### config.mk
export PLATFORM = sky130hd
export DESIGN_NAME = usb_fifo_drain_arb
export DESIGN_NICKNAME = d
export VERILOG_FILES = /design/src/rtl/usb_fifo_drain_arb.sv
export SDC_FILE = /design/constraint.sdc
export NUM_CORES = 1
export LEC_CHECK = 0
export BUFFER_PORTS_ARGS = -buffer_cell sky130_fd_sc_hd__buf_2
export CAP_MARGIN = 20
export CELL_PAD_IN_SITES_DETAIL_PLACEMENT = 1
export CELL_PAD_IN_SITES_GLOBAL_PLACEMENT = 1
export CORE_ASPECT_RATIO = 0.6
export CORE_MARGIN = 2
export CORE_UTILIZATION = 38
export DETAILED_ROUTE_END_ITERATION = 16
export GPL_TIMING_DRIVEN = 0
export MAX_ROUTING_LAYER = met4
export PLACE_DENSITY_LB_ADDON = 0.1
export SLEW_MARGIN = 5
export SYNTH_ARGS = -nofsm -noshare
export SYNTH_HDL_FRONTEND = slang
export SYNTH_SLANG_ARGS = --single-unit
### constraint.sdc
create_clock -name clk -period 3.8 [get_ports clk]
set_clock_uncertainty 0.15 [all_clocks]
set_input_delay 0.38 -clock clk [delete_from_list [all_inputs] [get_ports clk]]
set_output_delay 0.38 -clock clk [all_outputs]
set_load 0.005 [all_outputs]
### src/rtl/usb_fifo_drain_arb.sv
`default_nettype none
// ============================================================================
// Module      : usb_fifo_drain_arb
// Description : Round-robin drain of endpoint receive FIFOs onto one framed
//               valid/ready byte stream, issuing edge-triggered read pulses.
// Revision    : 1.0 - initial release
// ============================================================================
module usb_fifo_drain_arb #(
    parameter int NUM_EP     = 4,
    parameter int EP_ID_W    = 2,
    parameter int DATA_W     = 8,
    parameter int MAX_BURST  = 64,
    parameter int SETTLE_CYC = 3
) (
    input  logic                     clk,
    input  logic                     rst_n,
    input  logic [NUM_EP-1:0]        ep_enable,
    input  logic [NUM_EP-1:0]        ep_empty,
    input  logic [16*NUM_EP-1:0]     ep_count,
    input  logic [DATA_W*NUM_EP-1:0] ep_data,
    output logic [NUM_EP-1:0]        ep_rd_en,
    output logic [DATA_W-1:0]        out_data,
    output logic                     out_valid,
    input  logic                     out_ready,
    output logic                     out_first,
    output logic                     out_last,
    output logic [EP_ID_W-1:0]       out_ep,
    output logic                     busy
);

    typedef enum logic [2:0] {
        S_IDLE    = 3'd0,
        S_READ    = 3'd1,
        S_CAPTURE = 3'd2,
        S_OUT     = 3'd3,
        S_SETTLE  = 3'd4
    } state_t;

    localparam logic [15:0]       c_maxBurst   = 16'(MAX_BURST);
    localparam logic [15:0]       c_settleLast = 16'(SETTLE_CYC - 1);
    localparam logic [NUM_EP-1:0] c_oneHot     = NUM_EP'(1);

    state_t               r_state;
    logic [EP_ID_W-1:0]   r_rrPtr;
    logic [15:0]          r_burstLen;
    logic                 r_firstFlag;
    logic [15:0]          r_settleCnt;

    logic [NUM_EP-1:0]    w_elig;
    logic [15:0]          w_countArr [NUM_EP];
    logic [DATA_W-1:0]    w_dataArr  [NUM_EP];
    logic                 w_found;
    logic [EP_ID_W-1:0]   w_grant;
    logic [15:0]          w_selCount;
    logic [DATA_W-1:0]    w_selData;

    function automatic logic [EP_ID_W-1:0] f_wrapIdx(input logic [EP_ID_W-1:0] base, input int ofs);
        int s;
        s = int'(base) + ofs;
        if (s >= NUM_EP) s = s - NUM_EP;
        return EP_ID_W'(s);
    endfunction

    generate
        for (genvar i = 0; i < NUM_EP; i++) begin : g_unpack
            assign w_countArr[i] = ep_count[16*i +: 16];
            assign w_dataArr[i]  = ep_data[DATA_W*i +: DATA_W];
            assign w_elig[i]     = ep_enable[i] & ~ep_empty[i] & (ep_count[16*i +: 16] != 16'd0);
        end
    endgenerate

    // First eligible endpoint at or after the round-robin pointer, with wrap
    always_comb begin
        w_found = 1'b0;
        w_grant = '0;
        for (int k = 0; k < NUM_EP; k++) begin
            if (!w_found && w_elig[f_wrapIdx(r_rrPtr, k)]) begin
                w_found = 1'b1;
                w_grant = f_wrapIdx(r_rrPtr, k);
            end
        end
    end

    always_comb begin
        w_selCount = '0;
        w_selData  = '0;
        for (int k = 0; k < NUM_EP; k++) begin
            if (EP_ID_W'(k) == w_grant) w_selCount = w_countArr[k];
            if (EP_ID_W'(k) == out_ep)  w_selData  = w_dataArr[k];
        end
    end

    assign busy = (r_state != S_IDLE);

    always_ff @(posedge clk or negedge rst_n) begin
        if (!rst_n) begin
            r_state     <= S_IDLE;
            r_rrPtr     <= '0;
            r_burstLen  <= '0;
            r_firstFlag <= 1'b0;
            r_settleCnt <= '0;
            ep_rd_en    <= '0;
            out_data    <= '0;
            out_valid   <= 1'b0;
            out_first   <= 1'b0;
            out_last    <= 1'b0;
            out_ep      <= '0;
        end else begin
            // Read enable is a one-cycle pulse asserted only while in READ
            ep_rd_en <= '0;
            case (r_state)
                S_IDLE: begin
                    if (w_found) begin
                        ep_rd_en    <= c_oneHot << w_grant;
                        out_ep      <= w_grant;
                        r_rrPtr     <= f_wrapIdx(w_grant, 1);
                        r_burstLen  <= (w_selCount > c_maxBurst) ? c_maxBurst : w_selCount;
                        r_firstFlag <= 1'b1;
                        r_state     <= S_READ;
                    end
                end
                S_READ: begin
                    r_state <= S_CAPTURE;
                end
                S_CAPTURE: begin
                    out_data  <= w_selData;
                    out_valid <= 1'b1;
                    out_first <= r_firstFlag;
                    out_last  <= (r_burstLen == 16'd1);
                    r_state   <= S_OUT;
                end
                S_OUT: begin
                    if (out_ready) begin
                        out_valid   <= 1'b0;
                        r_firstFlag <= 1'b0;
                        r_burstLen  <= r_burstLen - 16'd1;
                        if (out_last) begin
                            r_settleCnt <= '0;
                            r_state     <= S_SETTLE;
                        end else begin
                            ep_rd_en <= c_oneHot << out_ep;
                            r_state  <= S_READ;
                        end
                    end
                end
                S_SETTLE: begin
                    // Give the FIFOs' empty/count flags time to catch up
                    if (r_settleCnt == c_settleLast) begin
                        r_state <= S_IDLE;
                    end else begin
                        r_settleCnt <= r_settleCnt + 16'd1;
                    end
                end
                default: r_state <= S_IDLE;
            endcase
        end
    end

endmodule
`default_nettype wire

[Word-level counts from Yosys, hierarchy flattened]
Index checks and enable logic that the tools add are counted.
Word-level totals
  bits in registers: 55
  input bits: 107
  output and inout bits: 18
  logic and storage cells: 135
Operators by class
  add/sub/neg operators: 11
  order comparisons: 10
  equal/unequal tests: 17
  shift operators: 2
  multiplexer cells: 50
  bitwise gates (word level): 12
  reduce and logical (&&, ||, !) cells: 22
Operator list (count)
  $mux W16: 10
  $pmux W16 S2: 2
  $reduce_bool A16 Y1: 4
  $mux W8: 4
  $mux W2: 9
  $add A16 B1 Y16 const B: 1
  $eq A16 B1 Y1 const B: 1
  $eq A16 B2 Y1 const B: 1
  $gt A16 B7 Y1 const B: 1
  $sub A16 B1 Y16 const B: 1
  $pmux W3 S5: 1
  $ge A3 B3 Y1 const B: 4
  $lt A2 B3 Y1 const B: 4
  $mux W3: 4
  $mux W4: 3
  $mux W1: 10
  $ne A2 B2 Y1 const B: 5
  $sub A2 B1 Y2 const B: 5
  $and A1 B1 Y1: 8
  $bmux W1 S2: 4
  $eq A2 B2 Y1 const A: 4
  $pmux W4 S2: 1
  $shl A1 B2 Y4 const A: 2
  $add A2 B1 Y3 const B: 2
  other kinds (17): 33

[Depth between registers and ports, before layout]
Gate-level depths: netlist (run 1).
  word-level depth: 24
  mapped depth: 15
  mapped depth without buffers: 13

[Worst setup path before layout (run 1)]
OpenSTA, ideal clock, no wires.
  kind: input port to flip-flop
  from: input ep_count[2]
  to: register r_burstLen[6]
  setup time: 122 ps
  arrival time: 3046 ps
  data required time: 3528 ps
  setup slack: 482 ps
  cell stages on the path: 12
  buffers on the path: 1
  path through: nor4_1 nand4_1 a32o_1 a211oi_1 nand2_1 ha_1 buf_6 a2111o_1 o41ai_2 and4_4 a41o_2 a21oi_1
Between the ends
  word-level cells in the longest chain between the ends: 23
  elaborated cells between the ends (all ways): 38
  those cells by class: 1 x order compare; 4 x eq/ne; 23 x mux; 1 x bitwise; 9 x reduce/logical
RTL lines
  start: declaration: RTL line 19  | input logic [16*NUM_EP-1:0] ep_count,
  $reduce_bool A16 Y1: RTL line 68  | assign w_elig[i] = ep_enable[i] & ~ep_empty[i] & (ep_count[16*i +: 16] != 16'd0);
  $and A1 B1 Y1: RTL line 68
  $bmux W1 S2: RTL line 77  | if (!w_found && w_elig[f_wrapIdx(r_rrPtr, k)]) begin
  $mux W1 (implied by the code): RTL line 77
  $mux W1: RTL line 77
  $logic_not A1 Y1: RTL line 77
  $logic_and A1 B1 Y1: RTL line 77
  $mux W1: RTL line 77
  [... 4 more ...]
  $logic_and A1 B1 Y1: RTL line 77
  $mux W2: RTL line 77
  $logic_not A2 Y1: RTL line 88  | if (EP_ID_W'(k) == w_grant) w_selCount = w_countArr[k];
  $mux W16 (4 in a row): RTL line 88
  $gt A16 B7 Y1: RTL line 117  | r_burstLen <= (w_selCount > c_maxBurst) ? c_maxBurst : w_selCount;
  $mux W16: RTL line 117
  $mux W16: RTL line 113  | if (w_found) begin
  $pmux W16 S2: RTL line 111  | case (r_state)
  end signal: assignment: RTL line 117
  end signal: assignment: RTL line 136  | r_burstLen <= r_burstLen - 16'd1;
  end: declaration: RTL line 45  | logic [15:0] r_burstLen;
Several ways; a longest one is shown, not always the timed one. The select of a mux whose other input is x is not followed.
A chain may end at the register's enable or synchronous reset.

[Worst setup path after layout (run 1)]
  from: input ep_count[2]
  to: register r_burstLen[1]
Between the ends
  word-level cells in the longest chain between the ends: 23
  elaborated cells between the ends (all ways): 38
  those cells by class: 1 x order compare; 4 x eq/ne; 23 x mux; 1 x bitwise; 9 x reduce/logical
RTL lines
  $reduce_bool A16 Y1 *: RTL line 68
  $and A1 B1 Y1 *: RTL line 68
  $bmux W1 S2: RTL line 77
  $mux W1 (implied by the code): RTL line 77
  $mux W1: RTL line 77
  $logic_not A1 Y1: RTL line 77
  $logic_and A1 B1 Y1: RTL line 77
  $mux W1: RTL line 77
  [... 6 more ...]
  via w_grant[0]: RTL line 53  | logic [EP_ID_W-1:0] w_grant;
  $logic_not A2 Y1: RTL line 88
  $mux W16 (3 in a row): RTL line 88
  $mux W16 *: RTL line 88
  $gt A16 B7 Y1: RTL line 117
  $mux W16 *: RTL line 117
  $mux W16 *: RTL line 113
  $pmux W16 S2 *: RTL line 111
The timed path passes the listed nets; every way through them passes the cells marked *. The select of a mux whose other input is x is not followed.

==> summary.txt, run 1 <==
port bufs: 124
status: finished clean
Die Area: 10600 um2
actual slew at the worst max-slew pin: 777 ps
VDD IR-drop max: 0.290 mV
WP data required: 3880 ps
Layout area overhead: 28.7%
GR Util All Layers: 0.261
initial antenna violation count: 0
WS Path Type: input port to flip-flop
CP Launch Type: input port
CP endpoint kind: flip-flop
commonest non-fill, non-tap cells in the layout: 128 x buf_2, 55 x dfrtp_1, 49 x nor2_1
largest net degree at the start of global routing: 35
CTS clk-pin slew, worst paths: 80 ps
Final ANT Viol Nets: 0
DP HPWL: 10.3 mm
Top delay family on crit path: compound AO/OA/AOI/OAI gates
PwrDens: 621 nW/um2
Worst slew margin: 0.479
Fin. Hold Viols: 0
worst-path fanout max: 7
root buffer cell: clkbuf_16
CP Buf/Inv Count: 2
core area: 9360 um2
Fmax: 275 MHz
CTS H-tree lvls: 2
share of cells above drive strength 1: 0.342
power after layout: 2.97 mW
die height: 80.6 um
drt wl/cell: 19.2 um
Tmin final: 3630 ps
CTS max path bufs: 2
register area share after synthesis: 0.370
most used cell, CP: a21oi_2
crit path max-delay cell type: a2111o_1
Synth cell types: 65
cells after synthesis: 409
DR pass1 iterations: 4
drt total wl: 13.0 mm
Final setup viols: 0
Die X: 132 um
CTS sink cnt: 55
GR Overflow Total: 0
Via density: 5.70
#FFs+latches synth: 55
CP peak stage delay: 420 ps
Rows: 27
TritonCTS Buffers: 5
LEAKAGE: 2.09 nW
GP Congestion: 0.918
Crit path arrival time: 3710 ps
CTS tree: yes
total number of vias: 3862
Setup TNS Final: 0 ps
mapped cell area: 3720 um2
area leader, netlist: dfrtp_1
Synth Warn #: 0
Final nets: 661
worst skew pair latency: 300 ps
Starting Density: 0.398
Synth area leaders: dfrtp_1 37%, nor2_1 4.9%, mux4_2 4.8%
1st-iter DRT viols: 269
maxcap violations: 0
number of synthesized flops with an enable pin: 0
worst path cell trace: buf_2 > nor4_2 > nand4_1 > buf_4 > a32o_1 > a211oi_4 > and2_1 > ha_1 > nor4bb_1 > a2111o_1 > o41ai_2 > and4_4 > a21oi_2 > a21oi_2
final worst-path cycle share: 0.956
Pins Over Slew Limit: 0
leading cell type in the layout, fill and taps excluded: buf_2
top_reg_cell synth: dfrtp_1
vias in the first global route: 4037
syn avg cell area: 9.09 um2
first-pass GRT wire length: 21.1 mm
DRC viols: 0
I/O Pins: 125
post-synthesis net count: 524
HP Class: input port to flip-flop
number of inserted diodes: 0
Synth top area share: 0.370
FFs w/ async S/R, synth: 1.00
[area by class of cell]
type,instances,area (um2)
inverters,16,60.1
multi-input cells,321,2240
plain buffers,17,103
well taps,130,163
fillers,1166,4570
clock buffers,7,143
flip-flops and latches,55,1380
clock inverters,1,8.76
repair buffers,130,693
[cells by family after synthesis]
| group | count (synthesis) | share of synthesized area |
|---|---|---|
| and+or+nand+nor | 181 | 0.255 |
| xor gates and xnor gates | 14 | 0.0330 |
| muxes | 20 | 0.0844 |
| adders and majority gates | 8 | 0.0269 |
| buffers and inverters | 33 | 0.0434 |
| DFF | 55 | 0.370 |
| AOI/OAI and AO/OA | 98 | 0.187 |
[path summary, 6_finish.rpt]
kind	slack, ps	endpoint	start	depth (start not counted)
setup / recovery	170	r_burstLen[1]	ep_count[2]	14
hold / removal	320	r_state[1]	out_ready	3
setup reg to reg	550	r_burstLen[1]	r_rrPtr[1]	12
hold reg to reg	340	r_burstLen[15]	r_burstLen[15]	1
max in group asynchronous	2450	out_valid	rst_n	3
min in group asynchronous	460	r_burstLen[2]	rst_n	2
[cell usage after synthesis, drive strengths merged (3+ instances only)]
cell,count
a211oi,4
a21oi,19
a221oi,9
a22oi,3
a2bb2oi,3
a31oi,13
and2,3
and3,6
and4,3
buf,7
clkbuf,10
dfrtp,55
ha,8
inv,15
mux2,11
mux4,8
nand2,35
nand3,14
nand3b,5
nand4,12
nor2,50
nor2b,6
nor3,9
nor4,22
nor4bb,3
o211ai,4
o21ai,26
or2,3
xnor2,7
xor2,7
[where the power goes]
group	total (mW)	switching, mW	internal, mW
sequential	0.963	0.193	0.770
combinational	1.52	0.867	0.653
clock	0.490	0.225	0.265
[registers in the layout, indices dropped and copies added (netlist names)]
register	flops
out_valid	1
r_burstLen	16
r_rrPtr	2
ep_rd_en	4
r_settleCnt	16
r_state	3
r_firstFlag	1
out_first	1
out_data	8
out_last	1
out_ep	2
[worst register-to-register path, cell delays in order (launching register included)]
cell,delay (ps)
dfrtp_1,490
nor2_1,80
nand3_1,110
o21ai_0,150
a211oi_4,260
and2_1,210
ha_1,290
nor4bb_1,140
a2111o_1,420
o41ai_2,350
and4_4,330
a21oi_2,70
a21oi_2,150
[metal layers]
metal	vias to the layer above	global-route usage	wire length, um
li1	1805	-	-
met1	1925	0.363	6570
met2	123	0.392	5450
met3	9	0.0669	906
met4	0	0.0380	58
met5	-	-	0
[stage by stage]
step	instance area [um2]	hold WS [ps]	cells	util	setup WS, ps
2_1_floorplan	3720	-65.6	409	-	482
3_3_place_gp	4500	309	663	0.481	-451
3_5_place_dp	4520	245	664	0.483	-570
4_1_cts	4690	311	673	0.501	63.6
5_1_grt	4790	329	677	0.511	-0.170
6_report	4790	316	677	0.511	169
[repair_timing]
item                                   in CTS  in global routing
hold buffers                                1                  0
gates resized for setup                     2                 10
setup endpoints to repair                   7                  7
buffers inserted                            0                  4
endpoints found under the hold margin      21                  0
pin swaps                                   0                  5
Power figures use the tool's default switching activity.
==> run 2: changes to the inputs <==
Settings changed: ABC_AREA set to 1, CORE_UTILIZATION 38 to 36.
==> run 2 against run 1 <==
Net effect:
- cell area up 11%
- sequential share of layout area down 2.9 points
- register-to-register slack worse by 240 ps
- sequential power up 6%
- critical endpoint is now r_burstLen[0]
- highest routed layer unchanged
==> summary.txt, run 2 <==
worst-path fanout max: 10
Critical Path Stages: 22
Setup TNS Final: 0 ps
#FFs+latches synth: 55
most used cell, CP: nand2_1
post-route core utilization: 0.464
vias in the first global route: 5135
worst path cell trace: buf_2 > xor2_2 > inv_2 > buf_4 > a21oi_1 > nor2_2 > nand2_1 > nand3_4 > inv_1 > ha_1 > inv_2 > buf_2 > or2_2 > nand2_1 > nand2_1 > nor2_1 > nand2_1 > nand2_2 > nand3_1 > nand2_1 > nand4_1 > nand2_1
hold_sp: ep_data[21]
CP Buf/Inv Count: 6
GRT met3 Usage: 0.0622
CP Launch Type: flip-flop
mapped cell area: 4280 um2
Clk pwr share: 0.091
area leader, netlist: dfrtp_1
core area: 11400 um2
sw frac: 0.560
Fmax: 287 MHz
HP Class: input port to flip-flop
worst r2r src: r_rrPtr[0]
CTS tree: yes
Worst slew margin: 0.472
CTS clk-pin slew, worst paths: 80 ps
gr busiest metal: met2
register area share after synthesis: 0.322
Pint: 2.24 mW
DP HPWL: 13.2 mm
DRC viols: 0
Synth area leaders: dfrtp_1 32%, nand2_1 16%, nor2_1 8.6%
Regs by FF count: r_burstLen x16, r_settleCnt x16, out_data x8
GR Util All Layers: 0.271
Synth top area share: 0.322
final worst-path cycle share: 0.918
Starting Density: 0.374
DP Cell Count: 946
grt met2 use: 0.414
Reg2Reg Setup Slack: 310 ps
DR pass1 iterations: 5
Pins Over Slew Limit: 0
GP Congestion: 0.986
part of the power in registers: 0.202
LEAKAGE: 2.78 nW
Tmin final: 3490 ps
most frequent cells after synthesis: 185 x nand2_1, 98 x nor2_1, 63 x inv_1
Die Area: 12800 um2
leading cell type in the layout, fill and taps excluded: nand2_1
CP endpoint kind: flip-flop
Rows: 30
Die X: 145 um
drt wl/cell: 17.1 um
Final Non-Filler Cells: 954
Final nets: 910
worst reg-to-reg path cell count: 22
Synth Warn #: 0
PwrDens: 955 nW/um2
CTS sink cnt: 55
crit path max-delay cell type: dfrtp_1
hold path cells: 3
GR Overflow Total: 0
worst skew pair latency: 300 ps
Final ANT Viol Nets: 0
CTS max path bufs: 2
Layout area overhead: 24.3%
drt total wl: 16.4 mm
syn avg cell area: 6.47 um2
first-pass GRT wire length: 26.1 mm
port bufs: 124
root buffer cell: clkbuf_16
share of cells above drive strength 1: 0.228
maxcap violations: 0
CP peak stage delay: 360 ps
status: finished clean
FILL cells: 1604
Fin. Hold Viols: 0
total number of vias: 5030
initial antenna violation count: 0
Crit path arrival time: 3580 ps
FFs w/ async S/R, synth: 1.00
post-synthesis net count: 776
die height: 88.4 um
1st-iter DRT viols: 328
Switch Pwr: 2.84 mW
WP data required: 3890 ps
Final setup viols: 0
most instantiated library cell after synthesis: nand2_1
actual slew at the worst max-slew pin: 789 ps
Top delay family on crit path: simple AND/OR/NAND/NOR gates
WHS Endpoint: out_data[5]
I/O Pins: 125
cells after synthesis: 661
largest net degree at the start of global routing: 38
commonest non-fill, non-tap cells in the layout: 183 x nand2_1, 133 x buf_2, 97 x nor2_1
number of synthesized flops with an enable pin: 0
Via density: 5.27
top_reg_cell synth: dfrtp_1
RSZ-0062 raised after global routing: no
Synth cell types: 36
CTS H-tree lvls: 2
part of the power in combinational logic: 0.707
met1 Use GR: 0.380
R2R Path End: r_burstLen[0]
TritonCTS Buffers: 5
WS Path Type: flip-flop to flip-flop
number of inserted diodes: 0
VDD IR-drop max: 0.313 mV
run 2: cell families (layout without fill, tap and decap cells):
kind of cell	Yosys count	count (layout)	share of synthesized area
buffers and inverters	87	220	0.0843
and+or+nand+nor	400	400	0.408
xor gates and xnor gates	17	17	0.0348
DFF	55	55	0.322
adders and majority gates	8	8	0.0234
AOI/OAI and AO/OA	94	94	0.127
run 2: worst max-delay path by stage:
stage                  from            end
2_1_floorplan  ep_count[48]  r_burstLen[6]
3_3_place_gp   ep_count[48]  r_burstLen[6]
3_5_place_dp   ep_count[48]  r_burstLen[6]
4_1_cts          r_rrPtr[0]  r_burstLen[6]
5_1_grt        ep_count[48]  r_burstLen[6]
6_report         r_rrPtr[0]  r_burstLen[0]
run 2: repair_timing:
action,in CTS,in global routing
setup endpoints to repair,0,7
hold endpoints to repair,18,0
hold buffers,1,0
gates resized for setup,0,16
buffers inserted,0,1
run 2: cell type report:
| type | instances | area, um2 | share of cell area |
|---|---|---|---|
| clock inverter | 1 | 7.51 | 0.00141 |
| multi-input combinational | 519 | 2590 | 0.487 |
| tap | 160 | 200 | 0.0376 |
| timing repair buffer | 127 | 658 | 0.124 |
| sequential | 55 | 1380 | 0.259 |
| buffer | 22 | 118 | 0.0221 |
| inverter | 65 | 244 | 0.0459 |
| clock buffer | 5 | 125 | 0.0235 |
run 2: per-stage QoR:
step | cell area [um2] | worst slack [ps] | total power, mW | hold slack, ps
after floorplan | 4280 | 767 | 3.33 | -65.6
after global placement | 5100 | -70.2 | 4.28 | 301
after detailed placement | 5120 | -191 | 4.44 | 221
after CTS | 5260 | 84.5 | 4.93 | 222
after global routing | 5320 | 0.187 | 5.52 | 236
final | 5320 | 310 | 5.08 | 220
run 2: power groups by stage:
stage                     logic [mW]  registers [mW]  clock network [mW]
after global placement          3.27            1.00                   0
after CTS                       3.44            1.02               0.471
after detailed placement        3.42            1.02                   0
after floorplan                 2.36           0.968                   0
final                           3.59            1.02               0.463
after global routing            3.97            1.05               0.496
run 2: layer usage:
| metal | vias to the layer above | part of all wire |
|---|---|---|
| met2 | 166 | 0.43 |
| met5 | - | 0 |
| met1 | 2420 | 0.49 |
| met4 | 0 | 0.0036 |
| met3 | 7 | 0.075 |
| li1 | 2437 | - |
run 2: tightest hold or removal path, delay by kind of cell:
family	cells	cell delay, ps
AOI/OAI and AO/OA	1	100
and+or+nand+nor	1	60
buffers and inverters	1	100
==> run 3: changes to the inputs <==
Settings changed: MAX_ROUTING_LAYER met4 to unset.
==> run 3 against run 2 <==
Net effect:
- total power is essentially flat
- largest cell class unchanged
- critical path depth increased by 1
- sequential power barely moved
- largest power group unchanged
- worst setup slack better by 4.8 ps
- via count increased by 0.36%
==> summary.txt, run 3 (synthesized netlist as in run 2, its figures left out) <==
Reg2Reg Setup Slack: 310 ps
Hold Slack: 223 ps
Pins Over Slew Limit: 0
Worst slew margin: 0.453
Regs by FF count: r_burstLen x16, r_settleCnt x16, out_data x8
Fmax: 287 MHz
Via density: 5.29
worst reg-to-reg path cell count: 23
WP data required: 3880 ps
worst-path fanout max: 10
Layout area overhead: 24.4%
CP endpoint kind: flip-flop
share of cells above drive strength 1: 0.223
area post-placement: 5120 um2
1st-iter DRT viols: 253
DP HPWL: 13.1 mm
WS Path Type: flip-flop to flip-flop
worst r2r src: r_rrPtr[0]
CTS max path bufs: 2
die height: 88.4 um
Die Area: 12800 um2
Starting Density: 0.374
root buffer cell: clkbuf_16
PwrDens: 955 nW/um2
DR pass1 iterations: 5
first-pass GRT wire length: 25.6 mm
GR Util All Layers: 0.259
Die X: 145 um
Tmin final: 3490 ps
CTS tree: yes
status: finished clean
Final nets: 909
I/O Pins: 125
number of inserted diodes: 0
Final ANT Viol Nets: 0
VDD IR-drop max: 0.318 mV
Fin. Hold Viols: 0
GP Congestion: 0.959
GR Overflow Total: 0
Final setup viols: 0
leading cell type in the layout, fill and taps excluded: nand2_1
final worst-path cycle share: 0.917
total number of vias: 5048
post-route cell area: 5320 um2
hold_sp: ep_data[18]
Crit path arrival time: 3570 ps
RSZ-0062 raised after global routing: no
setup bufs post-CTS: 0
initial antenna violation count: 0
drt wl/cell: 16.9 um
HP Class: input port to flip-flop
commonest non-fill, non-tap cells in the layout: 184 x nand2_1, 131 x buf_2, 98 x nor2_1
largest net degree at the start of global routing: 31
CP Launch Type: flip-flop
Post-Place Worst Slack: -120 ps
worst skew pair latency: 300 ps
vias in the first global route: 5043
CTS clk-pin slew, worst paths: 70 ps
port bufs: 124
CTS H-tree lvls: 2
DRC viols: 0
TritonCTS Buffers: 5
Final WS setup: 315 ps
actual slew at the worst max-slew pin: 818 ps
maxcap violations: 0
drt total wl: 16.2 mm
Setup TNS Final: 0 ps
CTS sink cnt: 55
WHS Endpoint: out_data[2]
hold path cells: 3
R2R Path End: r_burstLen[3]
core area: 11400 um2
LEAKAGE: 2.79 nW
Rows: 30
FILL cells: 1572
==> run 3: per-layer routing <==
layer  track usage  vias up  share of wire
li1              -     2437              -
met1         0.386     2413           0.49
met2         0.400      181           0.42
met3        0.0471       17          0.077
met4        0.0388        0         0.0081
met5             0        -              0
==> run 3: how the worst max path moves through the flow <==
stage | from | endpoint | slack, ps | cells after the start
finish | r_rrPtr[0] | r_burstLen[3] | 310 | 23
global route | r_rrPtr[0] | r_burstLen[6] | 20 | 24
CTS | r_rrPtr[0] | r_burstLen[6] | 160 | 26
detailed placement | ep_count[48] | r_burstLen[6] | -120 | 28
global placement | ep_count[48] | r_burstLen[6] | -70 | 26
floorplan | ep_count[48] | r_burstLen[6] | 770 | 27
==> run 3: timing repair <==
action	CTS	global route
hold buffers	1	0
endpoints found under the setup margin	0	7
endpoints found under the hold margin	25	0
gates resized for setup	0	14
==> run 3: power by group <==
part           switching, mW  internal [mW]
sequential             0.210          0.806
clock                  0.217          0.309
combinational           2.36           1.18
total                   2.79           2.29
==> run 3: cell type report <==
class | count | area, um2 | area share
inverters | 65 | 244 | 0.0459
multi-input cells | 519 | 2570 | 0.483
clock buffers | 6 | 129 | 0.0242
plain buffers | 22 | 123 | 0.0230
clock inverters | 1 | 30.0 | 0.00564
well taps | 160 | 200 | 0.0376
repair buffers | 126 | 651 | 0.122
flip-flops and latches | 55 | 1380 | 0.259
==> run 3: worst max-delay path, cell delays in order (launching register included) <==
cell	delay (ps)
dfrtp_1	370
buf_2	170
xor2_1	230
inv_2	90
nand3_1	90
nand2_1	100
nand2_2	100
nor2_4	50
nand2_1	110
nand3_2	140
inv_1	110
ha_1	310
inv_2	60
buf_2	190
or2_2	290
nand2_1	90
nand2_1	70
nor2_1	120
nand2_1	80
nand2_2	130
nand3_1	110
nand2_1	80
nand4_1	90
nand2_1	90
==> run 3: through the flow <==
step	power (mW)	cells	util
floorplan	3.33	661	-
global placement	4.27	945	0.445
global route	5.53	954	0.465
CTS	4.96	954	0.462
detailed placement	4.39	946	0.447
finish	5.08	954	0.465
